File: config.mk
export PLATFORM = sky130hd
export DESIGN_NAME = mem_fill_flat
export DESIGN_NICKNAME = d
export VERILOG_FILES = /design/src/rtl/mem_fill_pkg.sv /design/src/rtl/mem_fill_if.sv /design/src/rtl/mem_fill_datagen.sv /design/src/rtl/mem_fill.sv /design/src/flat_wrapper.sv
export SDC_FILE = /design/constraint.sdc
export NUM_CORES = 1
export LEC_CHECK = 0
export ABC_CLOCK_PERIOD_IN_PS = 3400
export BUFFER_PORTS_ARGS = -buffer_cell sky130_fd_sc_hd__buf_2
export CAP_MARGIN = 15
export CORE_UTILIZATION = 58
export CTS_BUF_LIST = sky130_fd_sc_hd__clkbuf_4 sky130_fd_sc_hd__clkbuf_8
export CTS_CLUSTER_DIAMETER = 60
export CTS_CLUSTER_SIZE = 40
export DETAILED_ROUTE_END_ITERATION = 7
export GPL_ROUTABILITY_DRIVEN = 1
export PLACE_DENSITY = 0.92
export SYNTH_ARGS = -nofsm -noshare
export SYNTH_HDL_FRONTEND = slang
export SYNTH_SLANG_ARGS = --single-unit
File: constraint.sdc
create_clock -name clk -period 3.4 [get_ports clk]
set_clock_uncertainty 0.15 [all_clocks]
set_input_delay 0.51 -clock clk [delete_from_list [all_inputs] [get_ports clk]]
set_output_delay 0.51 -clock clk [all_outputs]
set_load 0.1 [all_outputs]
File: src/rtl/mem_fill_pkg.sv
// mem_fill_pkg: shared types and widths for the mem_fill RAM initialiser.
//   fill_mode_e : IDENTITY (d=i), CONST (d=fill_val), RAMP (d=fill_val+i*step); code 3 behaves as CONST
//   state_e     : IDLE -> FILL -> [VERIFY] -> DONE -> IDLE
//   MODE_W      : width of the mode field
package mem_fill_pkg;
    localparam int MODE_W = 2;
    typedef enum logic [MODE_W-1:0] {IDENTITY = 2'd0, CONST = 2'd1, RAMP = 2'd2} fill_mode_e;
    typedef enum logic [1:0] {IDLE, FILL, VERIFY, DONE} state_e;
endpackage

File: src/rtl/mem_fill_if.sv
// mem_fill_if: controller handshake plus RAM port of mem_fill.
//   master : controller/RAM side (drives en, request fields, ram_dout)
//   slave  : mem_fill side (drives rdy, done, err, err_addr, ram_addr, ram_din, ram_wren)
interface mem_fill_if #(parameter int ADDR_W = 8, parameter int DATA_W = 8);
    import mem_fill_pkg::*;
    logic              rdy;
    logic              en;
    logic [MODE_W-1:0] mode;
    logic [ADDR_W-1:0] start_addr;
    logic [ADDR_W:0]   len;
    logic [DATA_W-1:0] fill_val;
    logic [DATA_W-1:0] step;
    logic              done;
    logic              err;
    logic [ADDR_W-1:0] err_addr;
    logic [ADDR_W-1:0] ram_addr;
    logic [DATA_W-1:0] ram_din;
    logic [DATA_W-1:0] ram_dout;
    logic              ram_wren;
    modport master (input rdy, done, err, err_addr, ram_addr, ram_din, ram_wren,
                    output en, mode, start_addr, len, fill_val, step, ram_dout);
    modport slave  (output rdy, done, err, err_addr, ram_addr, ram_din, ram_wren,
                    input en, mode, start_addr, len, fill_val, step, ram_dout);
endinterface

File: src/rtl/mem_fill_datagen.sv
// mem_fill_datagen: address counter plus data accumulator producing word i of a fill sequence.
//   restart : load start/base/mode/step; addr/data then present word 0
//   advance : step to the next word (addr+1, data+1 / +step / +0 by mode)
//   addr, data : registered word address and data
module mem_fill_datagen
    import mem_fill_pkg::*;
#(
    parameter int ADDR_W = 8,
    parameter int DATA_W = 8
) (
    input  logic              clk,
    input  logic              rst,
    input  logic              restart,
    input  logic              advance,
    input  logic [MODE_W-1:0] mode,
    input  logic [ADDR_W-1:0] start,
    input  logic [DATA_W-1:0] base,
    input  logic [DATA_W-1:0] step,
    output logic [ADDR_W-1:0] addr,
    output logic [DATA_W-1:0] data
);
    logic [MODE_W-1:0] mode_q;
    logic [DATA_W-1:0] step_q;
    logic [DATA_W-1:0] inc;
    // identity data equals the index, so it advances by one; const never moves
    assign inc = mode_q == IDENTITY ? DATA_W'(1) : mode_q == RAMP ? step_q : '0;
    always_ff @(posedge clk) begin
        if (rst) begin
            addr   <= '0;
            data   <= '0;
            mode_q <= '0;
            step_q <= '0;
        end else if (restart) begin
            addr   <= start;
            data   <= mode == IDENTITY ? '0 : base;
            mode_q <= mode;
            step_q <= step;
        end else if (advance) begin
            addr <= addr + 1'b1;
            data <= data + inc;
        end
    end
endmodule

File: src/rtl/mem_fill.sv
// mem_fill: parametrised RAM initialiser writing len words from start_addr (wrapping), one per cycle.
//   clk, rst : clock, synchronous active-high reset
//   bus      : mem_fill_if.slave (rdy/en request, done/err status, synchronous RAM port)
//   MEM_FILL_VERIFY_EN : when defined, a read-back pass after the fill sets err/err_addr on first mismatch
module mem_fill
    import mem_fill_pkg::*;
#(
    parameter int ADDR_W = 8,
    parameter int DATA_W = 8
) (
    input  logic       clk,
    input  logic       rst,
    mem_fill_if.slave  bus
);
    localparam logic [ADDR_W:0] DEPTH = {1'b1, {ADDR_W{1'b0}}};
    state_e            state;
    logic [MODE_W-1:0] mode_q;
    logic [ADDR_W-1:0] start_q;
    logic [DATA_W-1:0] fill_q, step_q;
    logic [ADDR_W:0]   len_q, cnt, len_c;
    logic              accept, last, restart, advance;
    logic [DATA_W-1:0] dg_data;
    assign len_c   = bus.len > DEPTH ? DEPTH : bus.len;
    assign accept  = state == IDLE && bus.rdy && bus.en;
    assign last    = cnt == len_q - 1'b1;
    // rewinding at the end of the fill makes the verify pass regenerate the same sequence
    assign restart = accept || (state == FILL && last);
    assign advance = (state == FILL && !last) || state == VERIFY;
    assign bus.ram_din = dg_data;
    mem_fill_datagen #(.ADDR_W(ADDR_W), .DATA_W(DATA_W)) u_datagen (
        .clk     (clk),
        .rst     (rst),
        .restart (restart),
        .advance (advance),
        .mode    (accept ? bus.mode : mode_q),
        .start   (accept ? bus.start_addr : start_q),
        .base    (accept ? bus.fill_val : fill_q),
        .step    (accept ? bus.step : step_q),
        .addr    (bus.ram_addr),
        .data    (dg_data)
    );
    always_ff @(posedge clk) begin
        if (rst) begin
            state        <= IDLE;
            bus.rdy      <= 1'b0;
            bus.done     <= 1'b0;
            bus.ram_wren <= 1'b0;
            cnt          <= '0;
            len_q        <= '0;
            mode_q       <= '0;
            start_q      <= '0;
            fill_q       <= '0;
            step_q       <= '0;
        end else begin
            case (state)
                IDLE: begin
                    if (accept) begin
                        bus.rdy <= 1'b0;
                        len_q   <= len_c;
                        cnt     <= '0;
                        mode_q  <= bus.mode;
                        start_q <= bus.start_addr;
                        fill_q  <= bus.fill_val;
                        step_q  <= bus.step;
                        if (len_c == '0) begin
                            state    <= DONE;
                            bus.done <= 1'b1;
                        end else begin
                            state        <= FILL;
                            bus.ram_wren <= 1'b1;
                        end
                    end else begin
                        bus.rdy <= 1'b1;
                    end
                end
                FILL: begin
                    if (last) begin
                        bus.ram_wren <= 1'b0;
                        cnt          <= '0;
`ifdef MEM_FILL_VERIFY_EN
                        state        <= VERIFY;
`else
                        state        <= DONE;
                        bus.done     <= 1'b1;
`endif
                    end else begin
                        cnt <= cnt + 1'b1;
                    end
                end
                VERIFY: begin
                    // len reads plus one cycle for the RAM read latency
                    if (cnt == len_q) begin
                        state    <= DONE;
                        bus.done <= 1'b1;
                    end else begin
                        cnt <= cnt + 1'b1;
                    end
                end
                DONE: begin
                    state    <= IDLE;
                    bus.done <= 1'b0;
                    bus.rdy  <= 1'b1;
                end
                default: state <= IDLE;
            endcase
        end
    end
`ifdef MEM_FILL_VERIFY_EN
    logic              chk_q;
    logic [DATA_W-1:0] exp_q;
    logic [ADDR_W-1:0] addr_q;
    // read data returns one cycle after the address, so expectation is delayed to match
    always_ff @(posedge clk) begin
        if (rst) begin
            chk_q        <= 1'b0;
            exp_q        <= '0;
            addr_q       <= '0;
            bus.err      <= 1'b0;
            bus.err_addr <= '0;
        end else begin
            chk_q  <= state == VERIFY && cnt != len_q;
            exp_q  <= dg_data;
            addr_q <= bus.ram_addr;
            if (accept) begin
                bus.err      <= 1'b0;
                bus.err_addr <= '0;
            end else if (chk_q && !bus.err && bus.ram_dout != exp_q) begin
                bus.err      <= 1'b1;
                bus.err_addr <= addr_q;
            end
        end
    end
`else
    logic unused_dout;
    assign unused_dout  = ^bus.ram_dout;
    assign bus.err      = 1'b0;
    assign bus.err_addr = '0;
`endif
endmodule

File: src/flat_wrapper.sv
// flat-port wrapper written by rule: the top's interface ports become plain ports
module mem_fill_flat import mem_fill_pkg::*;
#(
    parameter int ADDR_W = 8,
    parameter int DATA_W = 8
)
  (clk, rst, bus_rdy, bus_done, bus_err, bus_err_addr, bus_ram_addr, bus_ram_din, bus_ram_wren, bus_en, bus_mode, bus_start_addr, bus_len, bus_fill_val, bus_step, bus_ram_dout);
  mem_fill_if #(.ADDR_W(ADDR_W), .DATA_W(DATA_W)) bus_i ();
  input  logic clk;
  input  logic rst;
  output wire logic [$bits(bus_i.rdy)-1:0] bus_rdy;
  output wire logic [$bits(bus_i.done)-1:0] bus_done;
  output wire logic [$bits(bus_i.err)-1:0] bus_err;
  output wire logic [$bits(bus_i.err_addr)-1:0] bus_err_addr;
  output wire logic [$bits(bus_i.ram_addr)-1:0] bus_ram_addr;
  output wire logic [$bits(bus_i.ram_din)-1:0] bus_ram_din;
  output wire logic [$bits(bus_i.ram_wren)-1:0] bus_ram_wren;
  input wire logic [$bits(bus_i.en)-1:0] bus_en;
  input wire logic [$bits(bus_i.mode)-1:0] bus_mode;
  input wire logic [$bits(bus_i.start_addr)-1:0] bus_start_addr;
  input wire logic [$bits(bus_i.len)-1:0] bus_len;
  input wire logic [$bits(bus_i.fill_val)-1:0] bus_fill_val;
  input wire logic [$bits(bus_i.step)-1:0] bus_step;
  input wire logic [$bits(bus_i.ram_dout)-1:0] bus_ram_dout;
  assign bus_rdy = bus_i.rdy;
  assign bus_done = bus_i.done;
  assign bus_err = bus_i.err;
  assign bus_err_addr = bus_i.err_addr;
  assign bus_ram_addr = bus_i.ram_addr;
  assign bus_ram_din = bus_i.ram_din;
  assign bus_ram_wren = bus_i.ram_wren;
  assign bus_i.en = bus_en;
  assign bus_i.mode = bus_mode;
  assign bus_i.start_addr = bus_start_addr;
  assign bus_i.len = bus_len;
  assign bus_i.fill_val = bus_fill_val;
  assign bus_i.step = bus_step;
  assign bus_i.ram_dout = bus_ram_dout;
  mem_fill #(.ADDR_W(ADDR_W), .DATA_W(DATA_W)) u_core (.clk(clk), .rst(rst), .bus(bus_i));
endmodule
=== Word-level counts from Yosys, hierarchy flattened ===
Index checks and enable logic that the tools add are counted.

* $add $sub $neg: 4
* $mul: 0
* Divide/modulo/power cells: 0
* Order comparisons: 1
* Equality and inequality tests: 12
* Shift operators: 0
* Muxes and demuxes: 32
* Bitwise gates (word level): 0
* Reduce and logical (&&, ||, !) cells: 20

{| class="wikitable"
|+ Operators by type and width
! kind !! count
|-
| two-way mux 8 bit || 10
|-
| two-way mux 9 bit || 4
|-
| case mux 9 bit (3 select lines) || 1
|-
| equality test 9 bit || 2
|-
| two-way mux 2 bit || 5
|-
| adder 9 x 1 -> 9 bit (second input constant) || 1
|-
| > comparator 9 bit (second input constant) || 1
|-
| zero test 9 bit || 1
|-
| subtractor 9 x 1 -> 9 bit (second input constant) || 1
|-
| adder 8 x 1 -> 8 bit (second input constant) || 1
|-
| adder 8 bit || 1
|-
| two-way mux 1 bit || 8
|-
| != test 2 bit (second input constant) || 4
|-
| case mux 2 bit (4 select lines) || 1
|-
| AND reduction 4 bit || 2
|-
| equality test 2 bit (second input constant) || 3
|-
| zero test 2 bit || 3
|-
| AND reduction 3 bit || 2
|-
| nonzero test 2 bit || 3
|-
| logical AND 1 bit || 4
|-
| != test 2 x 1 -> 1 bit (second input constant) || 2
|-
| case mux 1 bit (2 select lines) || 2
|-
| case mux 1 bit (4 select lines) || 1
|-
| nonzero test 3 bit || 1
|-
| other kinds (4) || 5
|}

* Bits in registers: 75
* Bits in latches: 0
* Bits in writable memories: 0
* Bits in read-only memories: 0
* Input bits: 46
* Output and inout bits: 28
* Memories: 0

=== Logic depth before layout (Yosys ltp) ===
Gate-level depths: netlist (run 1).

* Word-level depth: 7
* Depth in mapped cells: 13
* Depth with buffers taken out: 13

=== Hierarchy ===
From an unflattened synthesis (run 1), not the netlist that was laid out.

* Cell total of the unflattened synthesis: 483
* Area total of the unflattened synthesis: 4216.5 um^2

{| class="wikitable"
|+ Modules (own cells, without submodules)
! module !! times used !! cells an instance !! area each (um^2) !! sequential area each (um^2)
|-
| mem_fill || 1 || 305 || 2736.4 || 980.9
|-
| mem_fill_datagen || 1 || 178 || 1480.2 || 520.5
|}

=== Worst setup path before layout (run 1) ===
OpenSTA, ideal clock, no wires.

* Path kind: reg-to-reg
* Start: register u_core.u_datagen.data[1]
* End: register u_core.u_datagen.data[7]
* Library setup time: 117 ps
* Arrival time: 2669 ps
* Required time: 3133 ps
* Slack: 465 ps
* Cell stages (with the launch flop): 10
* Buffers on the path: 0
* Period minus slack after synthesis: 2935 ps
* Cells stage by stage: dfxtp_1 -> ha_1 -> a21o_1 -> a21oi_1 -> o21bai_1 -> a2111oi_0 -> nor3_1 -> xnor2_1 -> o21ai_0 -> a22o_1

* Cells in the longest elaborated chain, start to end: 3

{| class="wikitable"
|+ Ends and longest elaborated chain
! what !! line !! RTL
|-
| start: declaration || mem_fill_datagen.sv:20 || <nowiki>output logic [DATA_W-1:0] data</nowiki>
|-
| start signal: assignment || mem_fill_datagen.sv:35 || <nowiki>data <= mode == IDENTITY ? '0 : base;</nowiki>
|-
| start signal: assignment || mem_fill_datagen.sv:40 || <nowiki>data <= data + inc;</nowiki>
|-
| adder 8 bit || mem_fill_datagen.sv:40 ||
|-
| two-way mux 8 bit || mem_fill_datagen.sv:38 || <nowiki>end else if (advance) begin</nowiki>
|-
| two-way mux 8 bit || mem_fill_datagen.sv:33 || <nowiki>end else if (restart) begin</nowiki>
|}

No other way between the ends. The select of a mux whose other input is x is not followed.
A chain may end at the register's enable or synchronous reset.

=== Worst setup path after layout (run 1) ===
* Start: register u_core.len_q[0]
* End: register u_core.cnt[3]

* Cells in the longest elaborated chain, start to end: 4
* Elaborated cells on any way between the ends: 7
* Classes of those cells: add/sub: 1; eq/ne: 3; mux: 2; reduce/logical: 1

{| class="wikitable"
|+ Ends and longest elaborated chain
! what !! line !! RTL
|-
| start: declaration || mem_fill.sv:20 || <nowiki>logic [ADDR_W:0] len_q, cnt, len_c;</nowiki>
|-
| start signal: assignment || mem_fill.sv:59 || <nowiki>len_q <= len_c;</nowiki>
|-
| subtractor 9 x 1 -> 9 bit || mem_fill.sv:25 || <nowiki>assign last = cnt == len_q - 1'b1;</nowiki>
|-
| equality test 9 bit || mem_fill.sv:25 ||
|-
| two-way mux 9 bit || mem_fill.sv:77 || <nowiki>if (last) begin</nowiki>
|-
| case mux 9 bit (3 select lines) || mem_fill.sv:55 || <nowiki>case (state)</nowiki>
|-
| end signal: assignment || mem_fill.sv:87 || <nowiki>cnt <= cnt + 1'b1;</nowiki>
|-
| end signal: assignment || mem_fill.sv:96 || <nowiki>cnt <= cnt + 1'b1;</nowiki>
|-
| end: declaration || mem_fill.sv:20 ||
|}

Several ways; a longest one is shown, not always the timed one.

==> results.json, run 1 <==
{
  "hpwl_um": 6770,
  "drc_errors": 0,
  "synth.ff_latch_count": 75,
  "htreeDepth": 3,
  "grt_usage": 0.278,
  "worstPathArrival_ns": 3.19,
  "antenna_found_initial": 0,
  "cts_hold_buf": 0,
  "path_max_fanout": 17,
  "synthArstFlopShare": 0,
  "synth.cells.most_frequent": "97 x nand2_1, 75 x dfxtp_1, 66 x a21oi_1",
  "yosys_most_used_dff": "dfxtp_1",
  "worst_setup_path_end_kind": "flop",
  "synth_cell_type_count": 60,
  "ctsResizeCount": 0,
  "detailroute.via_count": 3781,
  "post_drt_wl_per_cell_um": 15.3,
  "layout-drive-gt1-share": 0.174,
  "p_leak_nw": 1.93,
  "cts_tree": "built",
  "power.total_mw": 3.19,
  "synth_area_leaders": "dfxtp_1 37%, nand2_1 9.0%, a21oi_1 8.2%",
  "outcome": "finished, final reports clean",
  "clkTransAtPathRegs_ns": 0.09,
  "yosysTopAreaCell": "dfxtp_1",
  "ios": 74,
  "vdd_drop_max_mv": 0.515,
  "synth_area_um2": 4050,
  "synth_warnings": 0,
  "crit_type": "reg2reg",
  "cap_violations": 0,
  "diodes": 0,
  "start_util": 0.599,
  "cts_buffer_depth": 2,
  "power_density_nw_per_um2": 699,
  "fin_nets": 615,
  "relSlewSlack": 0.540,
  "nFillCells": 527,
  "setup_viol": 0,
  "numCtsBuffers": 9,
  "worst_slew_pin_slew_ns": 0.690,
  "finalSetupTns_ns": 0,
  "drtIter0Drc": 234,
  "gp_congestion": 0.873,
  "cts-root-buf": "clkbuf_8",
  "grt_pass1_wl_um": 16100,
  "hold_class": "in2reg",
  "viasPerCell": 5.94,
  "post-synth-top-count-cell": "nand2_1",
  "synth_area_per_cell_um2": 8.00,
  "core_area_um2": 6760,
  "grt.overflow.total": 0,
  "rows": 30,
  "required_ns": 3.54,
  "grt_max_degree": 44,
  "fmax_ghz": 0.329,
  "ys_seq_area_frac": 0.371,
  "ant_nets": 0,
  "synth-edff-count": 0,
  "die_h_um": 85.5,
  "period_needed_ns": 3.04,
  "hold_viol": 0,
  "rsz0062_at_grt": "no",
  "yosysTopAreaCellShare": 0.371,
  "die_w_um": 85.5,
  "dr.pass1.iters": 5,
  "min_period_over_period": 0.895,
  "insertion_delay_ns": 0.37,
  "grt_pass1_vias": 3613,
  "cts.sinks": 75,
  "areaGrowthSynthToFinish_pct": 12.9,
  "port_buffers": 56,
  "post_cts_buffers": 0,
  "wl_um": 9740,
  "syn_inst": 506,
  "die-area_um2": 7320,
  "slew_violations": 0,
  "cp-start-kind": "flop"
}
through the flow:
stage,instance area (um2),util,cells,hold slack [ns],setup slack (ns)
finish,4570,0.676,637,0.231,0.356
global route,4570,0.676,637,0.236,0.153
CTS,4570,0.676,637,0.222,0.393
detailed placement,4330,0.641,621,0.298,0.407
global placement,4330,0.641,621,0.286,0.460
floorplan,4080,-,514,0.279,0.465
final timing paths:
check              startpoint               end  slack, ns  depth (start not counted)
max           u_core.len_q[0]     u_core.cnt[3]       0.36                         10
min           bus_fill_val[5]  u_core.fill_q[5]       0.23                          3
max reg2reg   u_core.len_q[0]     u_core.cnt[3]       0.36                         10
min reg2reg  u_core.step_q[3]  u_core.step_q[3]       0.31                          2
per-layer routing:
metal	vias to the layer above	GRT usage	wire, um
li1	1824	-	-
met1	1765	0.334	4070
met2	165	0.477	4730
met3	27	0.0635	702
met4	0	0.124	239
met5	-	0	0
power breakdown:
group / total, mW / internal, mW / switching [mW]
Clock: 0.806 / 0.442 / 0.364
Combinational: 1.28 / 0.336 / 0.939
Sequential: 1.11 / 1.00 / 0.106
layout by cell type (no fill, tap or decap), drive strengths merged, types with 3 or more instances in the layout:
cell type	instances
nand2	98
dfxtp	75
a21oi	66
buf	61
nor2	26
inv	22
o21ai	20
xor2	16
ha	16
nand3	12
xnor2	11
mux2	11
clkbuf	10
nor3	9
conb	9
and2	8
nand3b	8
mux2i	6
nor2b	4
and3	4
nand4	4
nand2b	3
and4	3
a22o	3
o21bai	3
a21o	3
a31oi	3
nor3b	3
o21a	3
o22ai	3
logic make-up after synthesis:
family	synth area share
muxes	0.0454
AOI/OAI and AO/OA	0.190
other	0.000926
and+or+nand+nor	0.220
xor gates and xnor gates	0.0584
buffers and inverters	0.0597
adders and majority gates	0.0544
DFF	0.371
worst max-delay path, cell delays in order, from the launching register on:
cell and delay (ns):
dfxtp_1 0.38, inv_1 0.08, ha_1 0.30, nand2b_1 0.12, nor2b_1 0.14, o31a_1 0.25, o2111a_2 0.35, o21ai_4 0.43
nand2_2 0.14, or4_1 0.48, a31oi_1 0.14
registers in the layout (all words and copies together) (netlist names), 2 cells and up:
name                     count
u_core.cnt                   9
u_core.fill_q                8
u_core.len_q                 9
u_core.mode_q                2
u_core.start_q               8
u_core.state                 2
u_core.step_q                8
u_core.u_datagen.addr        8
u_core.u_datagen.data        8
u_core.u_datagen.mode_q      2
u_core.u_datagen.step_q      8
area by class of cell:
| type | count | area, um2 | area share |
|---|---|---|---|
| clock inverters | 6 | 96.3 | 0.0211 |
| inverters | 20 | 75.1 | 0.0164 |
| clock buffers | 10 | 138 | 0.0301 |
| well taps | 80 | 100 | 0.0219 |
| repair buffers | 61 | 318 | 0.0696 |
| multi-input cells | 385 | 2340 | 0.512 |
| flip-flops and latches | 75 | 1500 | 0.329 |
(Power assumes the default switching activity.)
==> run 2: changes to the inputs <==
- CORE_MARGIN: unset -> 5
- CTS_CLUSTER_SIZE: 40 -> 30
==> run 2 against run 1 <==
Final area decreased by 0.38%. Sequential share of layout area up 0.13 points. Worst setup slack got worse by 0.0048 ns. Register-to-register slack barely moved. Global-route usage shrank 4.1 points. Combinational power about the same. Hold slack improved by 0.014 ns. Utilization decreased by 0.63 points. Largest cell class unchanged.
==> results.json, run 2 (synthesized netlist as in run 1, its figures left out) <==
{
  "insertion_delay_ns": 0.36,
  "fmax_ghz": 0.328,
  "seqCellArea_um2": 1500,
  "worstPathArrival_ns": 3.19,
  "ctsResizeCount": 0,
  "relSlewSlack": 0.564,
  "fin_nets": 615,
  "port_buffers": 56,
  "gp_congestion": 0.953,
  "ant_nets": 0,
  "nFillCells": 545,
  "slew_violations": 0,
  "drc_errors": 0,
  "multiInputGateArea_um2": 2340,
  "rrSetupSlack_ns": 0.35,
  "cp-start-kind": "flop",
  "hpwl_um": 7040,
  "holdWs_ns": 0.245,
  "core_area_um2": 6790,
  "hold_class": "in2reg",
  "die-area_um2": 8750,
  "p_sw_mw": 1.39,
  "largestRegisters": "u_core.cnt (9), u_core.len_q (9)",
  "grt.overflow.total": 0,
  "worst_slew_pin_slew_ns": 0.653,
  "final_common_cell": "nand2_1",
  "min_period_over_period": 0.897,
  "seqPwrFrac": 0.361,
  "grt_pass1_wl_um": 16600,
  "vdd_drop_max_mv": 0.600,
  "drtIter0Drc": 256,
  "clkTransAtPathRegs_ns": 0.08,
  "grt_pass1_vias": 3648,
  "dr.pass1.iters": 5,
  "grt_max_degree": 53,
  "rsz0062_at_grt": "no",
  "viasPerCell": 5.72,
  "start_util": 0.596,
  "path_max_fanout": 17,
  "areaGrowthSynthToFinish_pct": 12.4,
  "antenna_found_initial": 0,
  "crit_type": "reg2reg",
  "detailroute.via_count": 3732,
  "pwr-share-clk": 0.227,
  "period_needed_ns": 3.05,
  "htreeDepth": 3,
  "worst_setup_path_end_kind": "flop",
  "p_leak_nw": 1.91,
  "cap_violations": 0,
  "layout-drive-gt1-share": 0.174,
  "wl_um": 10000,
  "setup_viol": 0,
  "post_cts_buffers": 0,
  "die_w_um": 93.5,
  "required_ns": 3.54,
  "cts_buffer_depth": 2,
  "layout_common_cells": "97 x nand2_1, 75 x dfxtp_1, 66 x a21oi_1",
  "numCtsBuffers": 9,
  "post_drt_wl_per_cell_um": 15.3,
  "rows": 30,
  "hold_viol": 0,
  "finalSetupTns_ns": 0,
  "outcome": "finished, final reports clean",
  "cts_tree": "built",
  "p_comb_frac": 0.412,
  "p_sw_frac": 0.452,
  "cts.sinks": 75,
  "ios": 74,
  "setup_ws_ns": 0.351,
  "diodes": 0,
  "cts-root-buf": "clkbuf_8",
  "preCtsSetupSlack_ns": 0.401,
  "grt_usage": 0.237,
  "power_density_nw_per_um2": 677,
  "p_int_mw": 1.69,
  "cts_hold_buf": 0,
  "die_h_um": 93.5
}
run 2: cell count changes in the layout (fill, tap and decap cells not counted):
cell | previous run | this run
clkbuf_4 | 0 | 1
clkbuf_8 | 10 | 9
inv_8 | 1 | 0
clkinv_2 | 0 | 2
bufinv_16 | 2 | 1
run 2: critical path: stages (launching register included):
cell and delay [ns]:
dfxtp_1 0.39, or4_4 0.59, o31a_1 0.30, o2111a_2 0.35
o21ai_4 0.44, nand2_2 0.16, or4_1 0.48, a31oi_1 0.13
run 2: per-stage QoR:
stage | instance area [um2] | std cells | power, mW | util
3_5_place_dp | 4350 | 637 | 2.38 | 0.641
4_1_cts | 4550 | 653 | 3.07 | 0.670
5_1_grt | 4550 | 653 | 3.24 | 0.670
3_3_place_gp | 4350 | 637 | 2.33 | 0.641
6_report | 4550 | 653 | 3.08 | 0.670
2_1_floorplan | 4080 | 514 | 2.14 | -
run 2: layout make-up:
cell class / instances / area share
clock buffer: 10 / 0.0289
clock inverter: 6 / 0.0143
inverter: 20 / 0.0165
multi-input combinational: 385 / 0.514
sequential: 75 / 0.330
tap: 96 / 0.0264
timing repair buffer: 61 / 0.0698
run 2: worst paths after layout:
check | from | end | depth (start not counted)
min reg2reg | u_core.step_q[3] | u_core.step_q[3] | 2
max reg2reg | u_core.len_q[2] | u_core.cnt[3] | 7
max | u_core.len_q[2] | u_core.cnt[3] | 7
min | bus_start_addr[2] | u_core.u_datagen.addr[2] | 3
run 2: layer usage:
metal	global-route usage	up-vias	routed length, um
met1	0.295	1753	4300
li1	-	1824	-
met5	0	-	0
met3	0.0523	16	739
met4	0.0987	0	195
met2	0.395	139	4760
run 2: power groups by stage:
stage                     clock, mW  sequential [mW]  combinational, mW
after detailed placement          0             1.13               1.25
after global routing          0.750             1.13               1.37
after global placement            0             1.12               1.21
after floorplan                   0             1.49              0.651
final                         0.700             1.11               1.27
after CTS                     0.699             1.11               1.26
